$ cat src/rtl/mmio_arb_pkg.sv
// Shared types and widths for the two-master MMIO AXI4 arbiter.
// Holds FSM state enums, master index type and AXI field widths.
package mmio_arb_pkg;

  localparam int ADDR_W  = 32;
  localparam int DATA_W  = 64;
  localparam int STRB_W  = DATA_W / 8;
  localparam int ID_W    = 5;
  localparam int LEN_W   = 8;
  localparam int SIZE_W  = 3;
  localparam int BURST_W = 2;
  localparam int CACHE_W = 4;
  localparam int PROT_W  = 3;
  localparam int QOS_W   = 4;
  localparam int RESP_W  = 2;

  typedef enum logic [1:0] {
    WR_IDLE,
    WR_ADDR,
    WR_DATA,
    WR_RESP
  } wr_state_t;

  typedef enum logic [1:0] {
    RD_IDLE,
    RD_ADDR,
    RD_DATA
  } rd_state_t;

  typedef enum logic {
    MST_S0 = 1'b0,
    MST_S1 = 1'b1
  } mst_t;

endpackage

$ cat src/rtl/mmio_axi_arbiter_if.sv
// AXI4 bundle (aw/w/b/ar/r, full field set) for the MMIO arbiter.
// master modport drives requests; slave modport drives responses.
interface mmio_axi_arbiter_if;
  import mmio_arb_pkg::*;

  logic [ID_W-1:0]    awid;
  logic [ADDR_W-1:0]  awaddr;
  logic [LEN_W-1:0]   awlen;
  logic [SIZE_W-1:0]  awsize;
  logic [BURST_W-1:0] awburst;
  logic               awlock;
  logic [CACHE_W-1:0] awcache;
  logic [PROT_W-1:0]  awprot;
  logic [QOS_W-1:0]   awqos;
  logic               awvalid;
  logic               awready;

  logic [DATA_W-1:0]  wdata;
  logic [STRB_W-1:0]  wstrb;
  logic               wlast;
  logic               wvalid;
  logic               wready;

  logic [ID_W-1:0]    bid;
  logic [RESP_W-1:0]  bresp;
  logic               bvalid;
  logic               bready;

  logic [ID_W-1:0]    arid;
  logic [ADDR_W-1:0]  araddr;
  logic [LEN_W-1:0]   arlen;
  logic [SIZE_W-1:0]  arsize;
  logic [BURST_W-1:0] arburst;
  logic               arlock;
  logic [CACHE_W-1:0] arcache;
  logic [PROT_W-1:0]  arprot;
  logic [QOS_W-1:0]   arqos;
  logic               arvalid;
  logic               arready;

  logic [ID_W-1:0]    rid;
  logic [DATA_W-1:0]  rdata;
  logic [RESP_W-1:0]  rresp;
  logic               rlast;
  logic               rvalid;
  logic               rready;

  modport master (
    output awid, awaddr, awlen, awsize, awburst,
    output awlock, awcache, awprot, awqos, awvalid,
    input  awready,
    output wdata, wstrb, wlast, wvalid,
    input  wready,
    input  bid, bresp, bvalid,
    output bready,
    output arid, araddr, arlen, arsize, arburst,
    output arlock, arcache, arprot, arqos, arvalid,
    input  arready,
    input  rid, rdata, rresp, rlast, rvalid,
    output rready
  );

  modport slave (
    input  awid, awaddr, awlen, awsize, awburst,
    input  awlock, awcache, awprot, awqos, awvalid,
    output awready,
    input  wdata, wstrb, wlast, wvalid,
    output wready,
    output bid, bresp, bvalid,
    input  bready,
    input  arid, araddr, arlen, arsize, arburst,
    input  arlock, arcache, arprot, arqos, arvalid,
    output arready,
    output rid, rdata, rresp, rlast, rvalid,
    input  rready
  );

endinterface

$ cat src/rtl/mmio_arb_picker.sv
// 2-way grant picker: req[1:0] -> pick; upd/upd_idx record the last grant.
// MMIO_ARB_FIXED_PRIO_EN: S0 always wins, no last-grant register.
module mmio_arb_picker
  import mmio_arb_pkg::*;
(
  input  logic       clk,
  input  logic       reset,
  input  logic [1:0] req,
  input  logic       upd,
  input  mst_t       upd_idx,
  output mst_t       pick
);

`ifdef MMIO_ARB_FIXED_PRIO_EN

  logic unused_pick_in;
  assign unused_pick_in = ^{clk, reset, upd, upd_idx};

  assign pick = (req == 2'b10) ? MST_S1 : MST_S0;

`else

  mst_t last;

  // Resets to S1 so S0 takes the first contested grant.
  always_ff @(posedge clk or posedge reset) begin
    if (reset) begin
      last <= MST_S1;
    end else if (upd) begin
      last <= upd_idx;
    end
  end

  always_comb begin
    pick = MST_S0;
    unique case (1'b1)
      (req == 2'b11):
        pick = (last == MST_S0) ? MST_S1 : MST_S0;
      (req == 2'b10):
        pick = MST_S1;
      default:
        pick = MST_S0;
    endcase
  end

`endif

endmodule

$ cat src/rtl/mmio_axi_arbiter.sv
// Two-master (s0, s1) to one-slave (m) AXI4 MMIO arbiter; clk, reset.
// Independent rd/wr FSMs, one outstanding each; see MMIO_ARB_FIXED_PRIO_EN.
module mmio_axi_arbiter
  import mmio_arb_pkg::*;
(
  input  logic                clk,
  input  logic                reset,
  mmio_axi_arbiter_if.slave   s0,
  mmio_axi_arbiter_if.slave   s1,
  mmio_axi_arbiter_if.master  m
);

  wr_state_t wr_st, wr_nx;
  rd_state_t rd_st, rd_nx;
  mst_t      wgrant, wgrant_nx, wpick;
  mst_t      rgrant, rgrant_nx, rpick;

  logic aw_en, w_en, b_en;
  logic ar_en, r_en;
  logic ws, rs;
  logic b_done, r_done;

  assign ws = (wgrant == MST_S1);
  assign rs = (rgrant == MST_S1);

  assign b_done = b_en & m.bvalid & m.bready;
  assign r_done = r_en & m.rvalid & m.rready & m.rlast;

  mmio_arb_picker u_wpick (
    .clk     (clk),
    .reset   (reset),
    .req     ({s1.awvalid, s0.awvalid}),
    .upd     (b_done),
    .upd_idx (wgrant),
    .pick    (wpick)
  );

  mmio_arb_picker u_rpick (
    .clk     (clk),
    .reset   (reset),
    .req     ({s1.arvalid, s0.arvalid}),
    .upd     (r_done),
    .upd_idx (rgrant),
    .pick    (rpick)
  );

  // ---------------- write FSM ----------------
  always_ff @(posedge clk or posedge reset) begin
    if (reset) begin
      wr_st  <= WR_IDLE;
      wgrant <= MST_S0;
    end else begin
      wr_st  <= wr_nx;
      wgrant <= wgrant_nx;
    end
  end

  always_comb begin
    wr_nx     = wr_st;
    wgrant_nx = wgrant;
    unique case (wr_st)
      WR_IDLE: begin
        if (s0.awvalid | s1.awvalid) begin
          wr_nx     = WR_ADDR;
          wgrant_nx = wpick;
        end
      end
      WR_ADDR: begin
        if (m.awvalid & m.awready) wr_nx = WR_DATA;
      end
      WR_DATA: begin
        if (m.wvalid & m.wready & m.wlast)
          wr_nx = WR_RESP;
      end
      WR_RESP: begin
        if (m.bvalid & m.bready) wr_nx = WR_IDLE;
      end
      default: wr_nx = WR_IDLE;
    endcase
  end

  always_comb begin
    aw_en = 1'b0;
    w_en  = 1'b0;
    b_en  = 1'b0;
    unique case (wr_st)
      WR_ADDR: aw_en = 1'b1;
      WR_DATA: w_en  = 1'b1;
      WR_RESP: b_en  = 1'b1;
      default: ;
    endcase
  end

  // ---------------- read FSM ----------------
  always_ff @(posedge clk or posedge reset) begin
    if (reset) begin
      rd_st  <= RD_IDLE;
      rgrant <= MST_S0;
    end else begin
      rd_st  <= rd_nx;
      rgrant <= rgrant_nx;
    end
  end

  always_comb begin
    rd_nx     = rd_st;
    rgrant_nx = rgrant;
    unique case (rd_st)
      RD_IDLE: begin
        if (s0.arvalid | s1.arvalid) begin
          rd_nx     = RD_ADDR;
          rgrant_nx = rpick;
        end
      end
      RD_ADDR: begin
        if (m.arvalid & m.arready) rd_nx = RD_DATA;
      end
      RD_DATA: begin
        if (m.rvalid & m.rready & m.rlast)
          rd_nx = RD_IDLE;
      end
      default: rd_nx = RD_IDLE;
    endcase
  end

  always_comb begin
    ar_en = 1'b0;
    r_en  = 1'b0;
    unique case (rd_st)
      RD_ADDR: ar_en = 1'b1;
      RD_DATA: r_en  = 1'b1;
      default: ;
    endcase
  end

  // ---------------- AW / W / B routing ----------------
  assign m.awid    = ws ? s1.awid    : s0.awid;
  assign m.awaddr  = ws ? s1.awaddr  : s0.awaddr;
  assign m.awlen   = ws ? s1.awlen   : s0.awlen;
  assign m.awsize  = ws ? s1.awsize  : s0.awsize;
  assign m.awburst = ws ? s1.awburst : s0.awburst;
  assign m.awlock  = ws ? s1.awlock  : s0.awlock;
  assign m.awcache = ws ? s1.awcache : s0.awcache;
  assign m.awprot  = ws ? s1.awprot  : s0.awprot;
  assign m.awqos   = ws ? s1.awqos   : s0.awqos;
  assign m.awvalid =
    aw_en & (ws ? s1.awvalid : s0.awvalid);
  assign s0.awready = aw_en & ~ws & m.awready;
  assign s1.awready = aw_en &  ws & m.awready;

  // W is held off until the AW handshake has moved us to WR_DATA.
  assign m.wdata  = ws ? s1.wdata : s0.wdata;
  assign m.wstrb  = ws ? s1.wstrb : s0.wstrb;
  assign m.wlast  = ws ? s1.wlast : s0.wlast;
  assign m.wvalid =
    w_en & (ws ? s1.wvalid : s0.wvalid);
  assign s0.wready = w_en & ~ws & m.wready;
  assign s1.wready = w_en &  ws & m.wready;

  // B goes back by held grant; bid is not decoded.
  assign s0.bid    = m.bid;
  assign s0.bresp  = m.bresp;
  assign s1.bid    = m.bid;
  assign s1.bresp  = m.bresp;
  assign s0.bvalid = b_en & ~ws & m.bvalid;
  assign s1.bvalid = b_en &  ws & m.bvalid;
  assign m.bready  =
    b_en & (ws ? s1.bready : s0.bready);

  // ---------------- AR / R routing ----------------
  assign m.arid    = rs ? s1.arid    : s0.arid;
  assign m.araddr  = rs ? s1.araddr  : s0.araddr;
  assign m.arlen   = rs ? s1.arlen   : s0.arlen;
  assign m.arsize  = rs ? s1.arsize  : s0.arsize;
  assign m.arburst = rs ? s1.arburst : s0.arburst;
  assign m.arlock  = rs ? s1.arlock  : s0.arlock;
  assign m.arcache = rs ? s1.arcache : s0.arcache;
  assign m.arprot  = rs ? s1.arprot  : s0.arprot;
  assign m.arqos   = rs ? s1.arqos   : s0.arqos;
  assign m.arvalid =
    ar_en & (rs ? s1.arvalid : s0.arvalid);
  assign s0.arready = ar_en & ~rs & m.arready;
  assign s1.arready = ar_en &  rs & m.arready;

  assign s0.rid    = m.rid;
  assign s0.rdata  = m.rdata;
  assign s0.rresp  = m.rresp;
  assign s0.rlast  = m.rlast;
  assign s1.rid    = m.rid;
  assign s1.rdata  = m.rdata;
  assign s1.rresp  = m.rresp;
  assign s1.rlast  = m.rlast;
  assign s0.rvalid = r_en & ~rs & m.rvalid;
  assign s1.rvalid = r_en &  rs & m.rvalid;
  assign m.rready  =
    r_en & (rs ? s1.rready : s0.rready);

endmodule

$ cat src/flat_wrapper.sv
// flat-port wrapper written by rule: the top's interface ports become plain ports
module mmio_axi_arbiter_flat import mmio_arb_pkg::*;
  (clk, reset, s0_awid, s0_awaddr, s0_awlen, s0_awsize, s0_awburst, s0_awlock, s0_awcache, s0_awprot, s0_awqos, s0_awvalid, s0_awready, s0_wdata, s0_wstrb, s0_wlast, s0_wvalid, s0_wready, s0_bid, s0_bresp, s0_bvalid, s0_bready, s0_arid, s0_araddr, s0_arlen, s0_arsize, s0_arburst, s0_arlock, s0_arcache, s0_arprot, s0_arqos, s0_arvalid, s0_arready, s0_rid, s0_rdata, s0_rresp, s0_rlast, s0_rvalid, s0_rready, s1_awid, s1_awaddr, s1_awlen, s1_awsize, s1_awburst, s1_awlock, s1_awcache, s1_awprot, s1_awqos, s1_awvalid, s1_awready, s1_wdata, s1_wstrb, s1_wlast, s1_wvalid, s1_wready, s1_bid, s1_bresp, s1_bvalid, s1_bready, s1_arid, s1_araddr, s1_arlen, s1_arsize, s1_arburst, s1_arlock, s1_arcache, s1_arprot, s1_arqos, s1_arvalid, s1_arready, s1_rid, s1_rdata, s1_rresp, s1_rlast, s1_rvalid, s1_rready, m_awid, m_awaddr, m_awlen, m_awsize, m_awburst, m_awlock, m_awcache, m_awprot, m_awqos, m_awvalid, m_awready, m_wdata, m_wstrb, m_wlast, m_wvalid, m_wready, m_bid, m_bresp, m_bvalid, m_bready, m_arid, m_araddr, m_arlen, m_arsize, m_arburst, m_arlock, m_arcache, m_arprot, m_arqos, m_arvalid, m_arready, m_rid, m_rdata, m_rresp, m_rlast, m_rvalid, m_rready);
  mmio_axi_arbiter_if s0_i ();
  mmio_axi_arbiter_if s1_i ();
  mmio_axi_arbiter_if m_i ();
  input  logic clk;
  input  logic reset;
  input wire logic [$bits(s0_i.awid)-1:0] s0_awid;
  input wire logic [$bits(s0_i.awaddr)-1:0] s0_awaddr;
  input wire logic [$bits(s0_i.awlen)-1:0] s0_awlen;
  input wire logic [$bits(s0_i.awsize)-1:0] s0_awsize;
  input wire logic [$bits(s0_i.awburst)-1:0] s0_awburst;
  input wire logic [$bits(s0_i.awlock)-1:0] s0_awlock;
  input wire logic [$bits(s0_i.awcache)-1:0] s0_awcache;
  input wire logic [$bits(s0_i.awprot)-1:0] s0_awprot;
  input wire logic [$bits(s0_i.awqos)-1:0] s0_awqos;
  input wire logic [$bits(s0_i.awvalid)-1:0] s0_awvalid;
  output wire logic [$bits(s0_i.awready)-1:0] s0_awready;
  input wire logic [$bits(s0_i.wdata)-1:0] s0_wdata;
  input wire logic [$bits(s0_i.wstrb)-1:0] s0_wstrb;
  input wire logic [$bits(s0_i.wlast)-1:0] s0_wlast;
  input wire logic [$bits(s0_i.wvalid)-1:0] s0_wvalid;
  output wire logic [$bits(s0_i.wready)-1:0] s0_wready;
  output wire logic [$bits(s0_i.bid)-1:0] s0_bid;
  output wire logic [$bits(s0_i.bresp)-1:0] s0_bresp;
  output wire logic [$bits(s0_i.bvalid)-1:0] s0_bvalid;
  input wire logic [$bits(s0_i.bready)-1:0] s0_bready;
  input wire logic [$bits(s0_i.arid)-1:0] s0_arid;
  input wire logic [$bits(s0_i.araddr)-1:0] s0_araddr;
  input wire logic [$bits(s0_i.arlen)-1:0] s0_arlen;
  input wire logic [$bits(s0_i.arsize)-1:0] s0_arsize;
  input wire logic [$bits(s0_i.arburst)-1:0] s0_arburst;
  input wire logic [$bits(s0_i.arlock)-1:0] s0_arlock;
  input wire logic [$bits(s0_i.arcache)-1:0] s0_arcache;
  input wire logic [$bits(s0_i.arprot)-1:0] s0_arprot;
  input wire logic [$bits(s0_i.arqos)-1:0] s0_arqos;
  input wire logic [$bits(s0_i.arvalid)-1:0] s0_arvalid;
  output wire logic [$bits(s0_i.arready)-1:0] s0_arready;
  output wire logic [$bits(s0_i.rid)-1:0] s0_rid;
  output wire logic [$bits(s0_i.rdata)-1:0] s0_rdata;
  output wire logic [$bits(s0_i.rresp)-1:0] s0_rresp;
  output wire logic [$bits(s0_i.rlast)-1:0] s0_rlast;
  output wire logic [$bits(s0_i.rvalid)-1:0] s0_rvalid;
  input wire logic [$bits(s0_i.rready)-1:0] s0_rready;
  input wire logic [$bits(s1_i.awid)-1:0] s1_awid;
  input wire logic [$bits(s1_i.awaddr)-1:0] s1_awaddr;
  input wire logic [$bits(s1_i.awlen)-1:0] s1_awlen;
  input wire logic [$bits(s1_i.awsize)-1:0] s1_awsize;
  input wire logic [$bits(s1_i.awburst)-1:0] s1_awburst;
  input wire logic [$bits(s1_i.awlock)-1:0] s1_awlock;
  input wire logic [$bits(s1_i.awcache)-1:0] s1_awcache;
  input wire logic [$bits(s1_i.awprot)-1:0] s1_awprot;
  input wire logic [$bits(s1_i.awqos)-1:0] s1_awqos;
  input wire logic [$bits(s1_i.awvalid)-1:0] s1_awvalid;
  output wire logic [$bits(s1_i.awready)-1:0] s1_awready;
  input wire logic [$bits(s1_i.wdata)-1:0] s1_wdata;
  input wire logic [$bits(s1_i.wstrb)-1:0] s1_wstrb;
  input wire logic [$bits(s1_i.wlast)-1:0] s1_wlast;
  input wire logic [$bits(s1_i.wvalid)-1:0] s1_wvalid;
  output wire logic [$bits(s1_i.wready)-1:0] s1_wready;
  output wire logic [$bits(s1_i.bid)-1:0] s1_bid;
  output wire logic [$bits(s1_i.bresp)-1:0] s1_bresp;
  output wire logic [$bits(s1_i.bvalid)-1:0] s1_bvalid;
  input wire logic [$bits(s1_i.bready)-1:0] s1_bready;
  input wire logic [$bits(s1_i.arid)-1:0] s1_arid;
  input wire logic [$bits(s1_i.araddr)-1:0] s1_araddr;
  input wire logic [$bits(s1_i.arlen)-1:0] s1_arlen;
  input wire logic [$bits(s1_i.arsize)-1:0] s1_arsize;
  input wire logic [$bits(s1_i.arburst)-1:0] s1_arburst;
  input wire logic [$bits(s1_i.arlock)-1:0] s1_arlock;
  input wire logic [$bits(s1_i.arcache)-1:0] s1_arcache;
  input wire logic [$bits(s1_i.arprot)-1:0] s1_arprot;
  input wire logic [$bits(s1_i.arqos)-1:0] s1_arqos;
  input wire logic [$bits(s1_i.arvalid)-1:0] s1_arvalid;
  output wire logic [$bits(s1_i.arready)-1:0] s1_arready;
  output wire logic [$bits(s1_i.rid)-1:0] s1_rid;
  output wire logic [$bits(s1_i.rdata)-1:0] s1_rdata;
  output wire logic [$bits(s1_i.rresp)-1:0] s1_rresp;
  output wire logic [$bits(s1_i.rlast)-1:0] s1_rlast;
  output wire logic [$bits(s1_i.rvalid)-1:0] s1_rvalid;
  input wire logic [$bits(s1_i.rready)-1:0] s1_rready;
  output wire logic [$bits(m_i.awid)-1:0] m_awid;
  output wire logic [$bits(m_i.awaddr)-1:0] m_awaddr;
  output wire logic [$bits(m_i.awlen)-1:0] m_awlen;
  output wire logic [$bits(m_i.awsize)-1:0] m_awsize;
  output wire logic [$bits(m_i.awburst)-1:0] m_awburst;
  output wire logic [$bits(m_i.awlock)-1:0] m_awlock;
  output wire logic [$bits(m_i.awcache)-1:0] m_awcache;
  output wire logic [$bits(m_i.awprot)-1:0] m_awprot;
  output wire logic [$bits(m_i.awqos)-1:0] m_awqos;
  output wire logic [$bits(m_i.awvalid)-1:0] m_awvalid;
  input wire logic [$bits(m_i.awready)-1:0] m_awready;
  output wire logic [$bits(m_i.wdata)-1:0] m_wdata;
  output wire logic [$bits(m_i.wstrb)-1:0] m_wstrb;
  output wire logic [$bits(m_i.wlast)-1:0] m_wlast;
  output wire logic [$bits(m_i.wvalid)-1:0] m_wvalid;
  input wire logic [$bits(m_i.wready)-1:0] m_wready;
  input wire logic [$bits(m_i.bid)-1:0] m_bid;
  input wire logic [$bits(m_i.bresp)-1:0] m_bresp;
  input wire logic [$bits(m_i.bvalid)-1:0] m_bvalid;
  output wire logic [$bits(m_i.bready)-1:0] m_bready;
  output wire logic [$bits(m_i.arid)-1:0] m_arid;
  output wire logic [$bits(m_i.araddr)-1:0] m_araddr;
  output wire logic [$bits(m_i.arlen)-1:0] m_arlen;
  output wire logic [$bits(m_i.arsize)-1:0] m_arsize;
  output wire logic [$bits(m_i.arburst)-1:0] m_arburst;
  output wire logic [$bits(m_i.arlock)-1:0] m_arlock;
  output wire logic [$bits(m_i.arcache)-1:0] m_arcache;
  output wire logic [$bits(m_i.arprot)-1:0] m_arprot;
  output wire logic [$bits(m_i.arqos)-1:0] m_arqos;
  output wire logic [$bits(m_i.arvalid)-1:0] m_arvalid;
  input wire logic [$bits(m_i.arready)-1:0] m_arready;
  input wire logic [$bits(m_i.rid)-1:0] m_rid;
  input wire logic [$bits(m_i.rdata)-1:0] m_rdata;
  input wire logic [$bits(m_i.rresp)-1:0] m_rresp;
  input wire logic [$bits(m_i.rlast)-1:0] m_rlast;
  input wire logic [$bits(m_i.rvalid)-1:0] m_rvalid;
  output wire logic [$bits(m_i.rready)-1:0] m_rready;
  assign s0_i.awid = s0_awid;
  assign s0_i.awaddr = s0_awaddr;
  assign s0_i.awlen = s0_awlen;
  assign s0_i.awsize = s0_awsize;
  assign s0_i.awburst = s0_awburst;
  assign s0_i.awlock = s0_awlock;
  assign s0_i.awcache = s0_awcache;
  assign s0_i.awprot = s0_awprot;
  assign s0_i.awqos = s0_awqos;
  assign s0_i.awvalid = s0_awvalid;
  assign s0_awready = s0_i.awready;
  assign s0_i.wdata = s0_wdata;
  assign s0_i.wstrb = s0_wstrb;
  assign s0_i.wlast = s0_wlast;
  assign s0_i.wvalid = s0_wvalid;
  assign s0_wready = s0_i.wready;
  assign s0_bid = s0_i.bid;
  assign s0_bresp = s0_i.bresp;
  assign s0_bvalid = s0_i.bvalid;
  assign s0_i.bready = s0_bready;
  assign s0_i.arid = s0_arid;
  assign s0_i.araddr = s0_araddr;
  assign s0_i.arlen = s0_arlen;
  assign s0_i.arsize = s0_arsize;
  assign s0_i.arburst = s0_arburst;
  assign s0_i.arlock = s0_arlock;
  assign s0_i.arcache = s0_arcache;
  assign s0_i.arprot = s0_arprot;
  assign s0_i.arqos = s0_arqos;
  assign s0_i.arvalid = s0_arvalid;
  assign s0_arready = s0_i.arready;
  assign s0_rid = s0_i.rid;
  assign s0_rdata = s0_i.rdata;
  assign s0_rresp = s0_i.rresp;
  assign s0_rlast = s0_i.rlast;
  assign s0_rvalid = s0_i.rvalid;
  assign s0_i.rready = s0_rready;
  assign s1_i.awid = s1_awid;
  assign s1_i.awaddr = s1_awaddr;
  assign s1_i.awlen = s1_awlen;
  assign s1_i.awsize = s1_awsize;
  assign s1_i.awburst = s1_awburst;
  assign s1_i.awlock = s1_awlock;
  assign s1_i.awcache = s1_awcache;
  assign s1_i.awprot = s1_awprot;
  assign s1_i.awqos = s1_awqos;
  assign s1_i.awvalid = s1_awvalid;
  assign s1_awready = s1_i.awready;
  assign s1_i.wdata = s1_wdata;
  assign s1_i.wstrb = s1_wstrb;
  assign s1_i.wlast = s1_wlast;
  assign s1_i.wvalid = s1_wvalid;
  assign s1_wready = s1_i.wready;
  assign s1_bid = s1_i.bid;
  assign s1_bresp = s1_i.bresp;
  assign s1_bvalid = s1_i.bvalid;
  assign s1_i.bready = s1_bready;
  assign s1_i.arid = s1_arid;
  assign s1_i.araddr = s1_araddr;
  assign s1_i.arlen = s1_arlen;
  assign s1_i.arsize = s1_arsize;
  assign s1_i.arburst = s1_arburst;
  assign s1_i.arlock = s1_arlock;
  assign s1_i.arcache = s1_arcache;
  assign s1_i.arprot = s1_arprot;
  assign s1_i.arqos = s1_arqos;
  assign s1_i.arvalid = s1_arvalid;
  assign s1_arready = s1_i.arready;
  assign s1_rid = s1_i.rid;
  assign s1_rdata = s1_i.rdata;
  assign s1_rresp = s1_i.rresp;
  assign s1_rlast = s1_i.rlast;
  assign s1_rvalid = s1_i.rvalid;
  assign s1_i.rready = s1_rready;
  assign m_awid = m_i.awid;
  assign m_awaddr = m_i.awaddr;
  assign m_awlen = m_i.awlen;
  assign m_awsize = m_i.awsize;
  assign m_awburst = m_i.awburst;
  assign m_awlock = m_i.awlock;
  assign m_awcache = m_i.awcache;
  assign m_awprot = m_i.awprot;
  assign m_awqos = m_i.awqos;
  assign m_awvalid = m_i.awvalid;
  assign m_i.awready = m_awready;
  assign m_wdata = m_i.wdata;
  assign m_wstrb = m_i.wstrb;
  assign m_wlast = m_i.wlast;
  assign m_wvalid = m_i.wvalid;
  assign m_i.wready = m_wready;
  assign m_i.bid = m_bid;
  assign m_i.bresp = m_bresp;
  assign m_i.bvalid = m_bvalid;
  assign m_bready = m_i.bready;
  assign m_arid = m_i.arid;
  assign m_araddr = m_i.araddr;
  assign m_arlen = m_i.arlen;
  assign m_arsize = m_i.arsize;
  assign m_arburst = m_i.arburst;
  assign m_arlock = m_i.arlock;
  assign m_arcache = m_i.arcache;
  assign m_arprot = m_i.arprot;
  assign m_arqos = m_i.arqos;
  assign m_arvalid = m_i.arvalid;
  assign m_i.arready = m_arready;
  assign m_i.rid = m_rid;
  assign m_i.rdata = m_rdata;
  assign m_i.rresp = m_rresp;
  assign m_i.rlast = m_rlast;
  assign m_i.rvalid = m_rvalid;
  assign m_rready = m_i.rready;
  mmio_axi_arbiter u_core (.clk(clk), .reset(reset), .s0(s0_i), .s1(s1_i), .m(m_i));
endmodule
$ cat config.mk
export PLATFORM = sky130hd
export DESIGN_NAME = mmio_axi_arbiter_flat
export DESIGN_NICKNAME = d
export VERILOG_FILES = /design/src/rtl/mmio_arb_pkg.sv /design/src/rtl/mmio_axi_arbiter_if.sv /design/src/rtl/mmio_arb_picker.sv /design/src/rtl/mmio_axi_arbiter.sv /design/src/flat_wrapper.sv
export SDC_FILE = /design/constraint.sdc
export NUM_CORES = 1
export LEC_CHECK = 0
export ABC_AREA = 1
export CORE_AREA = 3 3 329 331
export CTS_CLUSTER_DIAMETER = 80
export DETAILED_ROUTE_END_ITERATION = 8
export DIE_AREA = 0 0 332 334
export HOLD_SLACK_MARGIN = 0.12
export PLACE_DENSITY = 0.31
export SYNTH_ARGS = -nofsm -noshare
export SYNTH_HDL_FRONTEND = slang
export SYNTH_SLANG_ARGS = --single-unit
$ cat constraint.sdc
create_clock -name clk -period 1.5 [get_ports clk]
set_clock_uncertainty 0.2 [all_clocks]
set_input_delay 0.3 -clock clk [delete_from_list [all_inputs] [get_ports clk]]
set_output_delay 0.3 -clock clk [all_outputs]
set_load 0.02 [all_outputs]
==> results of run 1 <==
stage by stage:
step | setup WS, ns | setup TNS [ns]
4_1_cts | -0.6749 | -115.63
3_3_place_gp | -0.8717 | -140.11
3_5_place_dp | -0.8563 | -139.17
6_report | -0.6390 | -107.36
5_1_grt | -0.7009 | -119.88
2_1_floorplan | -0.07108 | -6.521
worst max-delay path, stage by stage (launching register included):
cell and delay (ns):
dfrtp_4 0.50, buf_4 0.17, buf_12 0.16, buf_12 0.16, buf_4 0.12, nand2_2 0.05
nand2_2 0.05, buf_4 0.15
power by group:
part / switching, uW / leakage [uW] / internal (uW)
Combinational: 12700 / 0.00644 / 11600
Sequential: 127 / 0.0000915 / 349
Clock: 135 / 0.0000370 / 347
placed cells by master, fill, tap and decap left out, types with 3 or more instances in the layout:
| master | instances |
|---|---|
| a21oi_4 | 3 |
| buf_12 | 58 |
| buf_16 | 5 |
| buf_2 | 44 |
| buf_4 | 91 |
| buf_6 | 124 |
| buf_8 | 11 |
| clkbuf_16 | 16 |
| clkbuf_2 | 6 |
| clkdlybuf4s50_1 | 409 |
| dfrtp_1 | 4 |
| diode_2 | 6 |
| inv_1 | 10 |
| inv_2 | 4 |
| inv_4 | 3 |
| nand2_1 | 235 |
| nand2_2 | 274 |
| nand2_4 | 107 |
| nand2_8 | 3 |
| nor2_2 | 3 |
| nor2_4 | 5 |
| nor3_4 | 6 |
| o21ai_0 | 3 |
flip-flops by register name (all words and copies together), names as in the netlist:
register	cells
u_core.rd_st	2
u_core.wr_st	2
u_core.rgrant	1
u_core.wgrant	1
u_core.u_rpick.last	1
u_core.u_wpick.last	1
kinds of logic (layout without fill, tap and decap cells):
kind of cell,count (synthesis),in the layout,synth area share
and+or+nand+nor,646,646,0.5771
buffers and inverters,222,789,0.3481
AOI/OAI and AO/OA,11,11,0.01579
DFF,8,8,0.04738
adders and majority gates,4,4,0.01170
other,0,6,0
final timing paths:
check,cells past startpoint,end,startpoint,slack (ns)
min in group clk,3,u_core.u_rpick.last,m_rvalid,0.21
min reg2reg,2,u_core.u_rpick.last,u_core.u_rpick.last,0.27
max reg2reg,11,u_core.wr_st[0],u_core.wgrant,-0.56
max in group asynchronous,3,u_core.u_wpick.last,reset,0.73
max,7,m_wdata[3],u_core.wgrant,-0.64
min,3,u_core.rd_st[1],reset,0.14
synth_stat cells:
| master | number |
|---|---|
| inv_1 | 17 |
| dfstp_2 | 2 |
| or2_2 | 1 |
| buf_6 | 1 |
| clkbuf_1 | 4 |
| nand3_1 | 4 |
| nand2_1 | 616 |
| o21ai_1 | 1 |
| buf_2 | 39 |
| and2_1 | 1 |
| a32o_1 | 1 |
| nand4_1 | 2 |
| dfrtp_1 | 6 |
| nand3b_1 | 1 |
| nand2_2 | 3 |
| ha_1 | 4 |
| buf_4 | 159 |
| a21oi_2 | 1 |
| nand3_2 | 1 |
| nor3_1 | 7 |
| nor2_1 | 9 |
| a21oi_1 | 3 |
| inv_2 | 1 |
| o21ai_0 | 4 |
| inv_4 | 1 |
| nor2_2 | 1 |
| o21ai_2 | 1 |
routing by layer:
metal | share of wire | track usage | vias up
met2 | 0.51 | 0.2018 | 686
li1 | - | - | 3649
met4 | 0.014 | 0.001517 | 16
met1 | 0.34 | 0.1132 | 3512
met5 | 0.0061 | 0.01745 | -
met3 | 0.13 | 0.06287 | 118
layout make-up:
| class | instances | area (um2) | area share |
|---|---|---|---|
| Timing Repair Buffer | 765 | 8282 | 0.5604 |
| Multi-Input combinational cell | 661 | 4313 | 0.2918 |
| Tap cell | 1391 | 1740 | 0.1178 |
| Sequential cell | 8 | 207.7 | 0.01405 |
| Inverter | 19 | 117.6 | 0.007958 |
| Clock buffer | 3 | 75.07 | 0.005080 |
| Timing Repair inverter | 2 | 28.78 | 0.001947 |
| Antenna cell | 6 | 15.01 | 0.001016 |
timing repair:
item | CTS | global route
setup buffers | 21 | 43
pin swaps | 13 | 47
gates cloned | 7 | 16
resized for setup | 712 | 630
setup endpoints to repair | 221 | 221
==> results.md, run 1 <==
* Status: finished, violations left
* Violated checks: negative setup slack
* Routed vias at 7,981
* Post-Syn Nets at 1,385
* CP required at 1.00 ns
* Peak Freq at 467.5 MHz
* Root buffer cell: clkbuf_16
* VDD IR-drop max at 0.7190 mV
* Placed instance area at 0.01211 mm2
* Synth warn at 0
* Core Region at 0.1054 mm2
* Clock Tree Buf Depth at 2
* Relative slew margins at 0.7927
* CTS tree: yes
* Post-Syn Instances at 891
* Largest net degree at the start of global routing at 31
* First-pass GRT wire length at 81,230 um
* Crit end category: primary output
* Die ar. at 0.1109 mm2
* Final Power at 25,290 uW
* Post-Syn Area per Cell at 4.801 um2
* Pins Over Slew Limit at 0
* First DRT Iteration DRCs at 167
* Max Cap Viol at 0
* Routed vias/inst at 2.795
* Synth unique cells at 27
* Iteration count of the initial detailed-routing pass at 4
* Synth top area cells: nand2_1, buf_4, buf_2, dfrtp_1, inv_1
* Num rows at 119
* Die Wd at 332 um
* FILL cells at 12,130
* Critical Path AT at 1.64 ns
* Nets at 1,954
* Period Utilization, post-route at 1.426
* Placed Instances at 2,764
* RD Place Congestion at 0.8183
* RSZ-0062 raised after global routing: yes
* Fin util at 0.1402
* Initial Util at 0.04058
* Leakage at 0.006567 uW
* Hold Path Class: input port to async pin
* Fin worst setup slack at -0.6390 ns
* Final hold slack at 0.1424 ns
* Design area at 0.01478 mm2
* Final Hold Viols at 0
* GR Util All Layers at 0.1098
* CTS H-tree lvls at 1
* Share of layout cells above drive strength 1 at 0.5364
* CTS Buf Count at 3
* Post-detailed-route count of antenna-violating nets at 0
* Clock Latency Late Sink at 0.24 ns
* I/O pins at 860
* CTS Hold Bufs at 0
* Vias in the first global route at 7,989
* Setup CP Type: register to primary output
* Clock-pin slew on the worst setup and hold paths at 0.04 ns
* Routed wire per std cell at 23.37 um
* CP max FO at 15
* Leading area contributor after synthesis: nand2_1
* Fin crit period at 2.139 ns
* Final wirelength at 66,710 um
* Slew @ Worst Pin at 0.3110 ns
* Pwr Density at 1711 mW/mm2
* Post-DP HPWL at 58,200 um
* Synth top area share at 0.5405
* Post-Syn Area at 0.004278 mm2
* Gr ovfl total at 0
* Fin cells at 2,855
* Die Y-Extent at 334 um
* Setup violators final at 219
* Synth Register Bits at 8
* Area grow syn2layout at 245.5%
* Post-synthesis sequential area ratio at 0.04738
* Clock Sinks at 8
* DRC Markers at 0
* Setup crit start kind: register
* Buffers on Ports at 625
* Initial antenna violation count at 58
(Power assumes the default switching activity.)
==> run 2, diff against run 1 <==
Settings changed: SETUP_SLACK_MARGIN from default to 0.5.
==> run 2 against run 1 <==
- the run still ends with negative setup slack left
- die area did not move
- routed wire length fell by 7.2%
- clock power rose by 5.6%
- power fell by 21%
- design area fell by 14%
- sequential power rose by 6.9%
==> results.md, run 2 (synthesized netlist as in run 1, its figures left out) <==
* Clock Sinks at 8
* CTS H-tree lvls at 1
* GR Util All Layers at 0.1035
* Fin crit period at 2.150 ns
* Critical Path AT at 1.65 ns
* Final Hold Viols at 0
* Setup CP Type: register to primary output
* Final Power at 20,090 uW
* VDD IR-drop max at 0.6453 mV
* RD Place Congestion at 0.8389
* Max Cap Viol at 0
* First-pass GRT wire length at 77,730 um
* Leakage at 0.005694 uW
* Pins Over Slew Limit at 0
* Placed instance area at 0.01191 mm2
* CP max FO at 6
* Iteration count of the initial detailed-routing pass at 4
* Routed vias/inst at 2.707
* DRC Markers at 0
* Clock-pin slew on the worst setup and hold paths at 0.05 ns
* Period Utilization, post-route at 1.433
* CP Cell Sequence: buf_12 -> buf_12 -> bufbuf_16 -> nand2_1 -> nand2_1 -> buf_2
* Root buffer cell: clkbuf_16
* Largest net degree at the start of global routing at 41
* CTS Buf Count at 3
* Dpl ws at -0.9231 ns
* Die Y-Extent at 334 um
* Violated checks: negative setup slack
* Post-DP HPWL at 55,870 um
* Num rows at 119
* Relative slew margins at 0.8072
* Nets at 1,911
* Clock Tree Buf Depth at 2
* CTS tree: yes
* Clock Latency Late Sink at 0.25 ns
* Status: finished, violations left
* Fin worst setup slack at -0.6502 ns
* Design area at 0.01276 mm2
* Commonest non-fill, non-tap cell in the layout: nand2_1
* Gr ovfl total at 0
* First DRT Iteration DRCs at 260
* Core Region at 0.1054 mm2
* Die Wd at 332 um
* Pwr Density at 1574 mW/mm2
* Largest regs: u_core.rd_st (2), u_core.wr_st (2)
* Crit end category: primary output
* Final hold slack at 0.1654 ns
* Final wirelength at 61,880 um
* Share of layout cells above drive strength 1 at 0.3470
* Initial Util at 0.04058
* CP peak stage delay at 0.56 ns
* Buffers on Ports at 625
* Vias in the first global route at 8,070
* Setup violators final at 221
* Initial antenna violation count at 36
* Routed vias at 7,623
* CP required at 1.00 ns
* Most frequent cells in the layout: nand2_1, clkdlybuf4s50_1, nand2_2, buf_4, buf_2
* Setup crit start kind: register
* FILL cells at 12,342
* Area grow syn2layout at 198.4%
* Routed wire per std cell at 21.97 um
* CTS Hold Bufs at 0
* Crit path max-delay cell type: dfrtp_4
* Slew @ Worst Pin at 0.2876 ns
* Worst path bufs/invs at 4
* I/O pins at 860
* Setup Total Neg Slack at -113.80 ns
* Peak Freq at 465.1 MHz
* Die ar. at 0.1109 mm2
* Post-detailed-route count of antenna-violating nets at 0
* Hold Path Class: input port to async pin
* CP top delay family: buffers and inverters
* RSZ-0062 raised after global routing: yes
## run 2: cell types whose count changed in the layout (fill, tap and decap cells not counted), moves of 9 or more
cell	previous run	this run
buf_12	58	36
buf_2	44	67
buf_6	124	54
clkdlybuf4s15_2	1	10
dlygate4sd2_1	0	36
nand2_1	235	437
nand2_2	274	160
nand2_4	107	15
## run 2: cell type report
cell class,count,area [um2],area share
Sequential cell,8,207.7,0.01627
Inverter,19,91.34,0.007155
Tap cell,1391,1740,0.1363
Timing Repair Buffer,723,7295,0.5715
Clock buffer,3,75.07,0.005881
Multi-Input combinational cell,661,3324,0.2604
Antenna cell,10,25.02,0.001960
Timing Repair inverter,1,6.256,0.0004901
## run 2: layer usage
layer  global-route usage  wire, um  up-vias
met1               0.1093     22340     3308
li1                     -         -     3553
met3              0.05801      7895       82
met2               0.1866     30400      676
met4             0.004361       978        4
met5              0.01660       264        -
## run 2: repair_timing
item / CTS / global route
resized for setup: 565 / 266
setup buffers: 6 / 15
endpoints found under the setup margin: 222 / 222
gates cloned: 4 / 7
endpoints found under the hold margin: 0 / 0
pin swaps: 7 / 17
## run 2: final timing paths
path	from	to	slack, ns	depth (start not counted)
worst max-delay path	u_core.wgrant	m_awburst[0]	-0.65	6
worst min-delay path	reset	u_core.rgrant	0.17	3
worst max register to register	u_core.wgrant	u_core.wr_st[0]	-0.45	10
worst min register to register	u_core.u_rpick.last	u_core.u_rpick.last	0.27	2
max in group asynchronous	reset	u_core.u_wpick.last	0.72	3
min in group clk	s1_arvalid	u_core.rgrant	0.24	3
## run 2: worst min-delay path, cell delays in order
cell             delay, ns
clkdlybuf4s50_1       0.40
inv_1                 0.09
buf_12                0.15
## run 2: report_power, final
group / total (uW) / switching, uW / internal [uW]
Clock: 509 / 160 / 349
Combinational: 19100 / 10600 / 8420
Sequential: 509 / 160 / 349
## run 2: metrics by stage
| stage | std cells | utilization |
|---|---|---|
| global route | 2807 | 0.1209 |
| global placement | 2771 | 0.1130 |
| floorplan | 891 | - |
| finish | 2816 | 0.1211 |
| detailed placement | 2771 | 0.1130 |
| CTS | 2784 | 0.1143 |
==> run 3, diff against run 2 <==
Settings changed: ABC_AREA 1 to default, CORE_AREA 3 3 329 331 to 3 3 333 335, DIE_AREA 0 0 332 334 to 0 0 336 338.
==> run 3 against run 2 <==
- the flow still finishes with violations (negative setup slack)
- setup slack lost 0.13 ns
- area after synthesis shrank 2.8%
- synthesized cell count shrank 50%
- largest cell class unchanged
- count of clock-buffer cells in the layout is the same
- via count shrank 28%
- power shrank 3.1%
==> results.md, run 3 <==
* First-pass GRT wire length at 40,600 um
* Met2 Usage GRT at 0.09045
* RSZ-0062 raised after global routing: yes
* Initial Util at 0.03836
* CP peak stage delay at 0.50 ns
* CP max FO at 6
* Root buffer cell: clkbuf_16
* Mux share of post-synthesis cell area at 0.5561
* Fin cells at 2,431
* Max Cap Viol at 0
* Commonest non-fill, non-tap cell in the layout: clkdlybuf4s50_1
* Period Utilization, post-route at 1.523
* RD Place Congestion at 0.7452
* CTS Buf Count at 3
* Synth Register Bits at 8
* Crit path capture: m_bready
* Crit path max-delay cell type: dfrtp_4
* Final wirelength at 32,840 um
* Initial antenna violation count at 3
* Placed instance area at 0.01205 mm2
* Post-synth top cells: mux2_2, buf_4, buf_2
* GR Layer Usage met3 at 0.02470
* Clock Sinks at 8
* DRC Markers at 0
* Iteration count of the initial detailed-routing pass at 4
* Fin crit period at 2.284 ns
* Largest regs: u_core.rd_st (2), u_core.wr_st (2)
* Routed vias/inst at 2.262
* Post-Syn Area per Cell at 9.260 um2
* Critical R2R Launch: u_core.wgrant
* Share of layout cells above drive strength 1 at 0.5703
* Clock-pin slew on the worst setup and hold paths at 0.05 ns
* GR Util All Layers at 0.04948
* CP Launch Point: u_core.wgrant
* Post-synth EDFFs at 0
* Num rows at 121
* CP Cell Sequence: buf_12 -> buf_16 -> buf_8 -> mux2_4 -> and2_4 -> buf_12
* Peak Freq at 437.8 MHz
* Setup crit start kind: register
* Final Power at 19,460 uW
* Post-synthesis sequential area ratio at 0.04875
* Reg2reg path depth at 7
* Post-detailed-route count of antenna-violating nets at 0
* Post-Syn Nets at 943
* Placed Instances at 2,366
* Core Region at 0.1084 mm2
* Nets at 1,513
* Synth top area cells: mux2_2, buf_4, dfrtp_1, buf_2, dfstp_2
* Final hold slack at 0.1543 ns
* Area grow syn2layout at 225.5%
* Post-Syn Area at 0.004158 mm2
* Critical Path AT at 1.78 ns
* Routed vias at 5,499
* Complex-gate fraction of the synthesized area at 0.02468
* Largest net degree at the start of global routing at 18
* Status: finished, violations left
* CTS tree: yes
* VDD IR-drop max at 0.5852 mV
* CP required at 1.00 ns
* Pins Over Slew Limit at 0
* Synth unique cells at 31
* Routed wire per std cell at 13.51 um
* Synth top area share at 0.5363
* Crit end category: primary output
* CTS Hold Bufs at 0
* Gr ovfl total at 0
* Slew @ Worst Pin at 0.3444 ns
* CTS H-tree lvls at 1
* Synth Area in Adders at 0.01204
* Post-DP HPWL at 27,950 um
* Leading area contributor after synthesis: mux2_2
* Clock Latency Late Sink at 0.25 ns
* R2r endpoint: u_core.wr_st[1]
* Post-Syn Instances at 449
* Top FF cell, synth: dfrtp_1
* Pwr Density at 1438 mW/mm2
* Relative slew margins at 0.7704
* Die Wd at 336 um
* Setup CP Type: register to primary output
* Most common cell in the synthesized netlist: mux2_2
* Clock Tree Buf Depth at 2
* Die Y-Extent at 338 um
* Main combinational cell family by area after synthesis: multiplexers
* Hold Path Class: input port to async pin
* Most common cell on crit path: buf_12
* Violated checks: negative setup slack
* First DRT Iteration DRCs at 87
* Fin worst setup slack at -0.7843 ns
* Synth warn at 0
* Most frequent cells in the layout: clkdlybuf4s50_1, buf_6, mux2_4, mux2_2, buf_4
* XOR/XNOR share of the synthesized area at 0
* Buffers on Ports at 625
* I/O pins at 860
* Simple-Gate Fraction of Synth Area at 0.04002
* R2r setup slk at -0.74 ns
* Design area at 0.01353 mm2
* Ys async rst share at 1.000
* GR peak layer: met2
* N_diodes at 0
* Setup violators final at 218
* Fin util at 0.1248
* Vias in the first global route at 5,932
* Met1 Track Usage GR at 0.05031
* Die ar. at 0.1136 mm2
* Leakage at 0.005499 uW
* Final Hold Viols at 0
run 3: cell types whose count changed after synthesis, sizes merged, moves of 3 or more:
cell,previous run,this run
mux2,0,202
nand2,619,8
nand2b,0,3
nand3,5,2
mux2i,0,3
o21ai,6,2
buf,199,176
inv,19,5
nor3,7,1
run 3: worst min path at each step:
stage                     slack (ns)  cells past startpoint             endpoint
after floorplan                -0.09                      1      u_core.rd_st[0]
after global placement          0.33                      2  u_core.u_wpick.last
after detailed placement        0.34                      2  u_core.u_wpick.last
after CTS                       0.16                      3      u_core.rd_st[1]
after global routing            0.17                      3      u_core.rd_st[1]
final                           0.15                      3      u_core.rd_st[1]
run 3: layout make-up:
type	count	area, um2
inverters	5	26.28
clock buffers	3	75.07
multi-input cells	254	3346
fillers	12322	94870
repair buffers	747	8105
flip-flops and latches	8	211.5
well taps	1414	1769
run 3: layer usage:
layer | vias up | part of all wire
met4 | 0 | 0.018
met5 | - | 0
met3 | 29 | 0.11
met1 | 2512 | 0.35
li1 | 2544 | -
met2 | 414 | 0.52
run 3: what timing repair did:
action / 4_1_cts / 5_1_grt
gates resized for setup: 652 / 721
setup endpoints to repair: 222 / 222
pin swaps: 0 / 7
buffers inserted: 13 / 37
gates cloned: 1 / 11
run 3: worst max-delay path: cells and delay by family (launching register included):
family,cells,cell delay (ns)
flops,1,0.50
mux,1,0.31
buf+inv,4,0.56
simple gates,1,0.15
run 3: metrics by stage:
step           worst slack, ns  setup TNS [ns]
2_1_floorplan          -0.2576          -23.32
3_3_place_gp           -0.8181         -150.91
3_5_place_dp           -0.8426         -149.96
4_1_cts                -0.9077         -160.01
5_1_grt                -0.8356         -148.89
6_report               -0.7843         -138.62
run 3: report_power, final:
part           total (uW)  switching [uW]  internal [uW]  leakage [uW]
clock network         502             154            348     0.0000370
registers             466             109            357     0.0000888
logic               18500            7420          11100       0.00537
run 3: cells by family (layout without fill, tap and decap cells):
logic type / after synthesis / after routing
AO/OA/AOI/OAI: 11 / 11
adder cells (fa/ha/maj): 4 / 4
buffers and inverters: 187 / 755
flip-flops: 8 / 8
multiplexers: 205 / 205
AND/OR/NAND/NOR: 34 / 34
